**src/rtl/uart_tx_arbiter.sv**
```systemverilog
// -----------------------------------------------------------------------------
// uart_tx_arbiter
//
// Shares one UartTX transmitter between two requesters. Each requester hands
// over a word through a valid/ready handshake into a one-entry holding
// register. The arbiter moves one held word at a time into tx_data, pulses
// tx_load, and then follows tx_busy through the transmission. If the
// transmitter never acknowledges the load by raising tx_busy, the word is
// dropped and a sticky error flag is raised.
//
// Build option:
//   UART_ARB_ROUND_ROBIN_EN  defined   -> a tie goes to the requester that did
//                                         not win the last completed transfer
//                            undefined -> requester 0 always wins a tie
//
// Parameters:
//   WIDTH          width of a requester word and of tx_data
//   START_TIMEOUT  cycles to wait for tx_busy to rise after the load pulse
//
// Ports:
//   CLK_100MHz   in   clock, all state changes on its rising edge
//   rst_n        in   asynchronous active-low reset
//   req0_valid   in   requester 0 word valid
//   req0_data    in   requester 0 word [WIDTH]
//   req0_ready   out  requester 0 holding register empty
//   req1_valid   in   requester 1 word valid
//   req1_data    in   requester 1 word [WIDTH]
//   req1_ready   out  requester 1 holding register empty
//   tx_load      out  one-cycle load pulse to UartTX
//   tx_data      out  word presented to UartTX [WIDTH]
//   tx_busy      in   busy flag from UartTX
//   grant        out  one-hot transmitter owner, 00 = no owner [2]
//   err          out  sticky start-timeout flag
//   err_clear    in   clears err (a simultaneous timeout wins)
// -----------------------------------------------------------------------------
module uart_tx_arbiter #(
  parameter int WIDTH         = 16,
  parameter int START_TIMEOUT = 15
) (
  input  logic             CLK_100MHz,
  input  logic             rst_n,
  input  logic             req0_valid,
  input  logic [WIDTH-1:0] req0_data,
  output logic             req0_ready,
  input  logic             req1_valid,
  input  logic [WIDTH-1:0] req1_data,
  output logic             req1_ready,
  output logic             tx_load,
  output logic [WIDTH-1:0] tx_data,
  input  logic             tx_busy,
  output logic [1:0]       grant,
  output logic             err,
  input  logic             err_clear
);

  localparam logic [1:0] ST_IDLE      = 2'd0;
  localparam logic [1:0] ST_LOAD      = 2'd1;
  localparam logic [1:0] ST_WAIT_BUSY = 2'd2;
  localparam logic [1:0] ST_WAIT_DONE = 2'd3;

  localparam int               CNT_W    = $clog2(START_TIMEOUT + 1);
  localparam logic [CNT_W-1:0] CNT_LAST = CNT_W'(START_TIMEOUT - 1);

  logic [1:0]       state;
  logic [CNT_W-1:0] cnt;

  logic             hold0_full;
  logic             hold1_full;
  logic [WIDTH-1:0] hold0_data;
  logic [WIDTH-1:0] hold1_data;

  logic             start;
  logic             pick1;
  logic             take0;
  logic             take1;
  logic             timeout;

  // ---------------------------------------------------------------------------
  // Requester handshake: ready is simply "holding register empty", so a
  // register emptied by the arbiter cannot be refilled on the same edge and
  // ready reappears one cycle after the take.
  // ---------------------------------------------------------------------------
  assign req0_ready = ~hold0_full;
  assign req1_ready = ~hold1_full;

  always_ff @(posedge CLK_100MHz or negedge rst_n) begin
    if (!rst_n) begin
      hold0_full <= 1'b0;
      hold1_full <= 1'b0;
    end else begin
      // take and accept are mutually exclusive: take needs full, accept empty
      if (take0)
        hold0_full <= 1'b0;
      else if (req0_valid && !hold0_full)
        hold0_full <= 1'b1;

      if (take1)
        hold1_full <= 1'b0;
      else if (req1_valid && !hold1_full)
        hold1_full <= 1'b1;
    end
  end

  // Holding data carries no reset; the full flags qualify it.
  always_ff @(posedge CLK_100MHz) begin
    if (req0_valid && !hold0_full)
      hold0_data <= req0_data;
    if (req1_valid && !hold1_full)
      hold1_data <= req1_data;
  end

  // ---------------------------------------------------------------------------
  // Arbitration: a grant only starts from IDLE with the transmitter idle.
  // ---------------------------------------------------------------------------
  assign start = (state == ST_IDLE) && (hold0_full || hold1_full) && !tx_busy;

`ifdef UART_ARB_ROUND_ROBIN_EN
  // last_winner: 0 = requester 0, 1 = requester 1. Reset value 1 lets
  // requester 0 take the first tie.
  logic last_winner;

  always_comb begin
    pick1 = hold1_full;
    if (hold0_full && hold1_full)
      pick1 = ~last_winner;
  end

  always_ff @(posedge CLK_100MHz or negedge rst_n) begin
    if (!rst_n)
      last_winner <= 1'b1;
    else if (state == ST_WAIT_DONE && !tx_busy)
      last_winner <= grant[1];
  end
`else
  // Fixed priority: requester 1 only wins when requester 0 has nothing held.
  assign pick1 = hold1_full & ~hold0_full;
`endif

  assign take0 = start & ~pick1;
  assign take1 = start &  pick1;

  // The start timeout fires on the cycle the counter would reach
  // START_TIMEOUT, i.e. after START_TIMEOUT busy-low cycles in WAIT_BUSY.
  assign timeout = (state == ST_WAIT_BUSY) && !tx_busy && (cnt == CNT_LAST);

  // ---------------------------------------------------------------------------
  // Transfer FSM. tx_load is a registered output produced by the LOAD state,
  // so it is seen by UartTX one edge after the FSM leaves LOAD; the timeout
  // window therefore already includes the cycle the load pulse is visible.
  // ---------------------------------------------------------------------------
  always_ff @(posedge CLK_100MHz or negedge rst_n) begin
    if (!rst_n) begin
      state   <= ST_IDLE;
      cnt     <= '0;
      tx_load <= 1'b0;
      tx_data <= '0;
      grant   <= 2'b00;
    end else begin
      tx_load <= 1'b0;
      case (state)
        ST_IDLE: begin
          cnt <= '0;
          if (start) begin
            tx_data <= pick1 ? hold1_data : hold0_data;
            grant   <= pick1 ? 2'b10 : 2'b01;
            state   <= ST_LOAD;
          end
        end
        ST_LOAD: begin
          tx_load <= 1'b1;
          cnt     <= '0;
          state   <= ST_WAIT_BUSY;
        end
        ST_WAIT_BUSY: begin
          if (tx_busy) begin
            cnt   <= '0;
            state <= ST_WAIT_DONE;
          end else if (timeout) begin
            // Transmitter never started: drop the word and release the owner.
            cnt   <= '0;
            grant <= 2'b00;
            state <= ST_IDLE;
          end else begin
            cnt <= cnt + 1'b1;
          end
        end
        ST_WAIT_DONE: begin
          if (!tx_busy) begin
            grant <= 2'b00;
            state <= ST_IDLE;
          end
        end
        default: begin
          state <= ST_IDLE;
        end
      endcase
    end
  end

  // Sticky error: a timeout on the same edge as err_clear keeps err set.
  always_ff @(posedge CLK_100MHz or negedge rst_n) begin
    if (!rst_n)
      err <= 1'b0;
    else if (timeout)
      err <= 1'b1;
    else if (err_clear)
      err <= 1'b0;
  end

endmodule
```
**config.mk**
```make
export PLATFORM = sky130hd
export DESIGN_NAME = uart_tx_arbiter
export DESIGN_NICKNAME = d
export VERILOG_FILES = /design/src/rtl/uart_tx_arbiter.sv
export SDC_FILE = /design/constraint.sdc
export NUM_CORES = 1
export LEC_CHECK = 0
export CAP_MARGIN = 15
export CORE_MARGIN = 2
export CORE_UTILIZATION = 45
export CTS_BUF_LIST = sky130_fd_sc_hd__clkbuf_8
export DETAILED_ROUTE_END_ITERATION = 16
export HOLD_SLACK_MARGIN = 0.03
export PLACE_DENSITY = 0.75
export SYNTH_ARGS = -nofsm -noshare
export SYNTH_HDL_FRONTEND = slang
export SYNTH_SLANG_ARGS = --single-unit
export TNS_END_PERCENT = 5
```
**constraint.sdc**
```tcl
create_clock -name CLK_100MHz -period 2.1 [get_ports CLK_100MHz]
set_input_delay 0.42 -clock CLK_100MHz [delete_from_list [all_inputs] [get_ports CLK_100MHz]]
set_output_delay 0.42 -clock CLK_100MHz [all_outputs]
set_load 0.1 [all_outputs]
```
==> reports/qor.txt <==
Clk Latency, worst-skew pair - 0.32 ns
MaxCap Viol Count - 0
R2R cell count - 4
Max Root-Sink Buffers - 2
final design utilization - 0.6253
actual slew at the worst max-slew pin - 0.4441 ns
Antenna Cells - 0
Worst Skew - 0.006997 ns
Netlist cell types - 27
register area share after synthesis - 0.6796
wire length per cell - 16.03 um
most common cell after layout, fill and taps aside - clkdlybuf4s50_1
die height - 77.71 um
post-route antenna net violation count - 0
final slew viol count - 0
largest net degree at the start of global routing - 29
Top Ports - 60
vias - 1387
Final min period - 1.737 ns
CP cell instances - nor3_2, a21boi_4, buf_12, mux2_2
setup TNS - 0 ns
YS warnings - 0
syn_nets - 183
initial antenna violation count - 0
fill cell count - 371
most frequent cells in the layout - 37 x clkdlybuf4s50_1, 32 x edfxtp_1, 28 x dfrtp_1, 24 x buf_4, 20 x mux2_4
Final Hold Viols - 0
layout cells sized above 1 - 0.3257
CP max-delay cell - dfrtp_1
detailed-route wire length - 4617 um
I/O Buffers - 59
first-pass GRT wire length - 7866 um
Via density - 4.816
CTS root buf - clkbuf_8
Yosys reg bits - 60
critical path class - reg2reg
chip width - 77.71 um
FMAX - 575.6 MHz
Routability Congestion - 0.7163
Total GRT Usage - 0.1744
Buf/Inv on CP - 1
post-CTS sizing - 0
Worst setup EP type - flip-flop
vias in the first global route - 1588
Mapped Area - 2445 um^2
stages on the worst setup path - 4
total placed instance area - 3084 um^2
status - finished, final reports clean
fin worst setup slack - 0.3628 ns
Hold WC Path Type - in2async
clock transition at the registers of the reported paths - 0.06 ns
Setup Slack @ Placement - 0.1397 ns
drt drc - 0
setup violators final - 0
CTS tree - done
Initial Utilization - 0.4727
hold-fix buffers at CTS - 0
period utilisation layout - 0.8273
final net count - 253
Initial DRC Count - 51
Synth Instances - 143
HPWL after DPL - 3167 um
Slew headroom - 0.7039
Crit path required time - 2.30 ns
Synth Area per Inst - 17.10 um^2
CTS Buf Count - 9
die area - 6039 um^2
synth-to-layout area growth - 32.29%
Setup Buffers After CTS - 0
Max Fanout on Critical Path - 17
crit start category - flip-flop
crit path DAT - 1.94 ns
final instance area - 3234 um^2
H-tree depth - 3
unrepaired setup endpoints after global routing - false
clock sinks - 60
Site Rows - 26
Pre-antenna DRT Iters - 6
global route overflow - 0
Core Area - 5172 um^2
Worst path max stage delay - 0.53 ns
CP top delay family - flip-flops
[area by class of cell]
class | instances | area [um^2] | area share
Clock inverter | 7 | 26.28 | 0.008124
Timing Repair Buffer | 64 | 610.6 | 0.1888
Multi-Input combinational cell | 71 | 698.2 | 0.2159
Sequential cell | 60 | 1662 | 0.5137
Tap cell | 70 | 87.58 | 0.02708
Inverter | 7 | 26.28 | 0.008124
Clock buffer | 9 | 123.9 | 0.03830
[metrics by stage]
step | instances | hold slack [ns]
detailed placement | 272 | 0.4950
floorplan | 143 | 0.1244
global placement | 272 | 0.5006
finish | 288 | 0.4831
CTS | 288 | 0.4958
global route | 288 | 0.5139
[synthesized netlist by cell type (all sizes together)]
| cell type | count | area [um^2] |
|---|---|---|
| nor3 | 1 | 10.01 |
| a21boi | 1 | 18.77 |
| a21oi | 2 | 10.01 |
| o21ai | 7 | 35.03 |
| a31oi | 1 | 6.260 |
| inv | 7 | 26.28 |
| nand3 | 8 | 40.04 |
| clkbuf | 2 | 7.510 |
| nand2 | 2 | 7.510 |
| o21bai | 1 | 7.510 |
| nor2 | 1 | 3.750 |
| o22ai | 1 | 6.260 |
| buf | 3 | 51.30 |
| dfrtp | 28 | 700.7 |
| a21o | 1 | 7.510 |
| nand2b | 2 | 12.51 |
| mux2 | 32 | 435.4 |
| and2b | 2 | 16.27 |
| a221oi | 1 | 8.760 |
| mux2i | 2 | 20.02 |
| nor2b | 2 | 12.51 |
| ha | 2 | 25.02 |
| o21a | 2 | 15.01 |
| edfxtp | 32 | 960.9 |
[cell families (layout without fill, tap and decap cells)]
logic type	Yosys count	count (layout)	share of synthesized area
muxes	34	34	0.1863
buffers and inverters	12	87	0.03480
AOI/OAI and AO/OA	17	17	0.04709
and+or+nand+nor	18	18	0.04197
DFF	60	60	0.6796
adders and majority gates	2	2	0.01023
[final timing paths]
path	start	endpoint	slack [ns]
setup / recovery	state[1]	tx_data[1]	0.36
hold reg to reg	tx_data[12]	tx_data[12]	0.51
max in group asynchronous	rst_n	grant[0]	1.36
hold / removal	rst_n	tx_data[6]	0.48
min in group CLK_100MHz	tx_data[12]	tx_data[12]	0.51
setup reg to reg	state[1]	tx_data[1]	0.36
[metal layers]
layer	part of all wire	GRT usage	up-vias	wire [um]
met5	0	0	-	0
met4	0.0095	0.06964	0	44
met3	0.062	0.06628	5	288
met2	0.52	0.2828	46	2382
met1	0.41	0.2097	673	1901
li1	-	-	663	-
[state kept, by name (all words and copies together), names as in the netlist]
register    count
hold0_data     16
hold1_data     16
tx_data        16
cnt             4
grant           2
state           2
err             1
hold0_full      1
hold1_full      1
tx_load         1
Power is left out: the tool's default activity adds up to more than one toggle a clock period on the data nets, which glitch-free logic cannot reach.
==> edit 1, RTL diff (same flow settings) <==
`START_TIMEOUT`: 15 -> 16.
--- a/src/rtl/uart_tx_arbiter.sv
+++ b/src/rtl/uart_tx_arbiter.sv
@@ -37,3 +37,3 @@
   parameter int WIDTH         = 16,
-  parameter int START_TIMEOUT = 15
+  parameter int START_TIMEOUT = 16
 ) (
Formal check against the unedited RTL: same outputs for any inputs over 10 cycles, from zero or initial values and one cycle with rst_n low; that may be too few to reach the edited logic, so the function may still have changed.
==> edit 1 against the unedited design <==
- sequential share of layout area up 1.0 points
- area after synthesis shrank 3.2%
- sequential cell count is 1 higher
- setup slack improved by 0.051 ns
- non-clock buffer count down 1
- clock skew is 0.0052 ns higher
- wire length decreased by 2.5%
- final area down 0.43%
- critical path type is now reg -> out
- largest cell class unchanged
- highest routed layer unchanged
==> edit 1: results (changes against the unedited design) <==
status=complete, no violations; Non-clock buffers, area share=18.7% (-0.15 points); clkbuf count=11 (+2); CP max FO=5 (-12); WL met2=2.22 mm (-6.8%); Slew @ Worst Pin=0.555 ns (+0.111 ns); syn_nets=207 (+13%); area of the multi-input gates=598 µm² (-14%); DR iter-0 viols=89 (+75%); Post-synth ARST share=47.5% (+0.87 points); vias in the first global route=1507 (-5.1%); clk_skew=0.0122 ns (+0.00515 ns); routed wl met3=251 µm (-13%); M2 GR Usage=26.4% (-1.9 points); Final nets=274 (+8.3%); clock network area share=7.03% (+2.4 points); CTS max path bufs=2 (unchanged); Multi-In Gates=95 (+34%); Post-synth EDFFs=32 (unchanged); Max Used Layer=met4; WL per Instance=14.5 µm (-9.4%); top area cells in the synthesized netlist=edfxtp_1 (41%), dfrtp_1 (31%), mux2i_1 (6.8%); ratio of cells with drive above 1 in the final layout=20.4% (-12 points); clk_lat worst skew=0.34 ns (+0.02 ns); Total GRT Usage=16.7% (-0.79 points); R2R setup slack=0.60 ns (+0.24 ns); routed vias/inst=4.86 (+1.0%); wl on met1=1.93 mm (+1.6%); first-pass iteration count of the detailed router=4 (-2); Post-DP HPWL=3.10 mm (-2.0%); unique cell type count in the Yosys netlist=31 (+15%); largest net degree at the start of global routing=30 (+3.4%); Synth top cells by count=edfxtp_1 (32), dfrtp_1 (29), nand2_1 (21); met1 GRT Util=20.6% (-0.40 points); nonclk buf count=63 (-1.6%); fillers=403 (+8.6%); Seq/Total Area, Yosys=71.3% (+3.3 points); first-pass GRT wire length=7.25 mm (-7.9%); Worst path max stage delay=0.56 ns (+0.03 ns); Synth Register Bits=61 (+1.7%); CP arrival=1.27 ns (-0.67 ns); non-clock inverter count=5 (-2); GPL Wtd Cong=0.889 (+24%); register area=1690 µm² (+1.5%); CTS clock-pin slew for the worst setup and hold paths=0.07 ns; M3 GR Usage=5.57% (-1.1 points); setup violators final=0 (unchanged); # resized after CTS=0 (unchanged); synth warn=0 (unchanged); CTS H-tree lvls=3 (unchanged)
## edit 1: cell count changes after synthesis, moves of 3 or more
cell	before	now
nor2_1	1	9
nand3_1	8	3
buf_2	0	3
o21ai_1	0	11
o21ai_0	7	12
mux2_2	12	1
nand2_1	2	21
a21oi_1	2	6
o21ai_2	0	3
inv_1	7	4
mux2_4	20	0
mux2i_1	2	16
## edit 1: logic make-up after synthesis
logic type	after synthesis	share of synthesized area [%]
AOI/OAI and AO/OA	37	8.88
buffers and inverters	12	3.54
DFF	61	71.3
muxes	17	7.24
and+or+nand+nor	40	8.51
adders and majority gates	1	0.529
## edit 1: worst paths after layout
check / startpoint / to / cells past startpoint
max in group asynchronous: rst_n / tx_data[13]$_DFFE_PN0P_ / 2
min in group CLK_100MHz: tx_data[6]$_DFFE_PN0P_ / tx_data[6]$_DFFE_PN0P_ / 2
hold reg to reg: tx_data[6]$_DFFE_PN0P_ / tx_data[6]$_DFFE_PN0P_ / 2
setup reg to reg: state[0]$_DFFE_PN0P_ / tx_data[0]$_DFFE_PN0P_ / 4
hold / removal: rst_n / hold0_full$_DFFE_PN0P_ / 2
setup / recovery: hold0_full$_DFFE_PN0P_ / req0_ready / 2
## edit 1: metrics by stage
step / instances / util [%] / cell area (µm²) / worst slack [ns] / hold WS, ns
finish: 310 / 63.5 / 3220 / 0.413 / 0.452
CTS: 310 / 63.5 / 3220 / 0.404 / 0.458
global route: 310 / 63.5 / 3220 / 0.362 / 0.494
floorplan: 168 / - / 2370 / 0.443 / 0.124
detailed placement: 294 / 59.0 / 2990 / 0.318 / 0.483
global placement: 294 / 59.0 / 2990 / 0.356 / 0.483
## edit 1: worst max-delay path: cells and delay by family, from the launching register on
family / cells / cell delay (ns)
flip-flops: 1 / 0.56
buffers and inverters: 2 / 0.37
==> edit 2, RTL diff (config.mk and constraints unchanged) <==
Made on the original files. Register the output `err` once more, without a reset; this adds one clock of latency there. The other outputs are not delayed to match.
--- a/src/rtl/uart_tx_arbiter.sv
+++ b/src/rtl/uart_tx_arbiter.sv
@@ -63,2 +63,4 @@
 
+  logic err_s0;
+
   logic [1:0]       state;
@@ -202,7 +204,11 @@
     if (!rst_n)
-      err <= 1'b0;
+      err_s0 <= 1'b0;
     else if (timeout)
-      err <= 1'b1;
+      err_s0 <= 1'b1;
     else if (err_clear)
-      err <= 1'b0;
+      err_s0 <= 1'b0;
+  end
+
+  always_ff @(posedge CLK_100MHz) begin
+    err <= err_s0;
   end
Formal check against the unedited RTL: no difference found for any inputs over 10 cycles, from zero or initial values and one cycle with rst_n low; that may be too few to reach the edited logic, so the function may still have changed.
==> edit 2 against the unedited design <==
- final area up 1.6%
- count of clock-buffer cells in the layout unchanged
- setup slack better by 0.0074 ns
- sequential cell count up 1
- sequential share of layout area down 0.19 points
- area after synthesis up 0.82%
- wire length up 0.56%
Power is not shown: default switching activity piles up to over one toggle a cycle in this logic, so the estimate is an artifact.
==> edit 2: results (changes against the unedited design) <==
Seq/Total Area, Yosys=68.2% (+0.26 points); slew margin rel.=72.5% (+2.1 points); largest net degree at the start of global routing=29 (unchanged); met1 GRT Util=18.8% (-2.2 points); Post-synth ARST share=45.9% (-0.77 points); Post-DP HPWL=3.22 mm (+1.5%); fillers=390 (+5.1%); first-pass GRT wire length=7.42 mm (-5.7%); clk root buf=clkbuf_8; # port buffers=59 (unchanged); CTS max path bufs=2 (unchanged); synth warn=0 (unchanged); Hold Path Class=reg -> reg; DR iter-0 viols=98 (+92%); drt total wl=4.64 mm (+0.56%); diode count=0 (unchanged); Final nets=254 (+0.40%); Residual DRC=0 (unchanged); initial antenna violation count=0 (unchanged); top area cells in the synthesized netlist=edfxtp_1 (39%), dfrtp_1 (28%), mux2_4 (12%); clk_skew=0.00855 ns (+0.00155 ns); # resized after CTS=0 (unchanged); clk_lat worst skew=0.33 ns; register area=1680 µm² (+1.2%); unique cell type count in the Yosys netlist=28 (+3.7%); ratio of cells with drive above 1 in the final layout=34.4% (+1.8 points); M3 GR Usage=7.13% (+0.50 points); routed vias/inst=4.98 (+3.3%); syn_nets=184 (+0.55%); M2 GR Usage=27.8% (-0.43 points); status=complete, no violations; worst hold slack=0.387 ns (-0.0962 ns); GPL Wtd Cong=0.712 (-0.59%); Total GRT Usage=16.6% (-0.84 points); vias in the first global route=1567 (-1.3%); Synth top cells by count=edfxtp_1 (32), dfrtp_1 (28), mux2_4 (20); CP arrival=1.94 ns (about the same); first-pass iteration count of the detailed router=4 (-2); CTS clock-pin slew for the worst setup and hold paths=0.06 ns (about the same)
-- edit 2: logic make-up after synthesis --
kind of cell | synth area share [%]
AO/OA/AOI/OAI | 4.67
adder cells (fa/ha/maj) | 1.02
buffers and inverters | 3.45
flip-flops | 68.2
multiplexers | 18.5
AND/OR/NAND/NOR | 4.16
-- edit 2: final cells by class --
class / count / share of cell area [%]
Clock buffer: 9 / 3.77
Multi-Input combinational cell: 71 / 21.2
Sequential cell: 61 / 51.2
Tap cell: 70 / 2.67
Inverter: 7 / 0.800
Clock inverter: 6 / 1.75
Timing Repair Buffer: 64 / 18.6
-- edit 2: final timing paths --
path                                            from                       to  depth (start not counted)
worst max-delay path            state[1]$_DFFE_PN0P_   tx_data[3]$_DFFE_PN0P_                          4
max in group asynchronous                      rst_n  tx_data[10]$_DFFE_PN0P_                          2
worst max register to register  state[1]$_DFFE_PN0P_   tx_data[3]$_DFFE_PN0P_                          4
worst min-delay path              err_s0$_DFFE_PN0P_              err$_DFF_P_                          0
worst min register to register    err_s0$_DFFE_PN0P_              err$_DFF_P_                          0
min in group asynchronous                      rst_n       cnt[3]$_DFFE_PN0P_                          2
-- edit 2: metal layers --
layer  routed length [µm]  vias up
met5                    0        -
met4                   47        0
met3                  252        7
met2                 2390       48
met1                 1950      713
li1                     -      665
-- edit 2: critical path, stage by stage, from the launching register on --
cell      delay [ns]
dfrtp_1         0.53
nor3_2          0.30
a21boi_4        0.24
buf_12          0.19
mux2_2          0.35
-- edit 2: stage by stage --
| stage | setup WS [ns] | std cells | util [%] | instance area, µm² |
|---|---|---|---|---|
| global placement | 0.186 | 273 | 59.6 | 3100 |
| finish | 0.370 | 288 | 63.1 | 3290 |
| CTS | 0.368 | 288 | 63.1 | 3290 |
| floorplan | 0.207 | 144 | - | 2460 |
| detailed placement | 0.123 | 273 | 59.6 | 3100 |
| global route | 0.304 | 288 | 63.1 | 3290 |
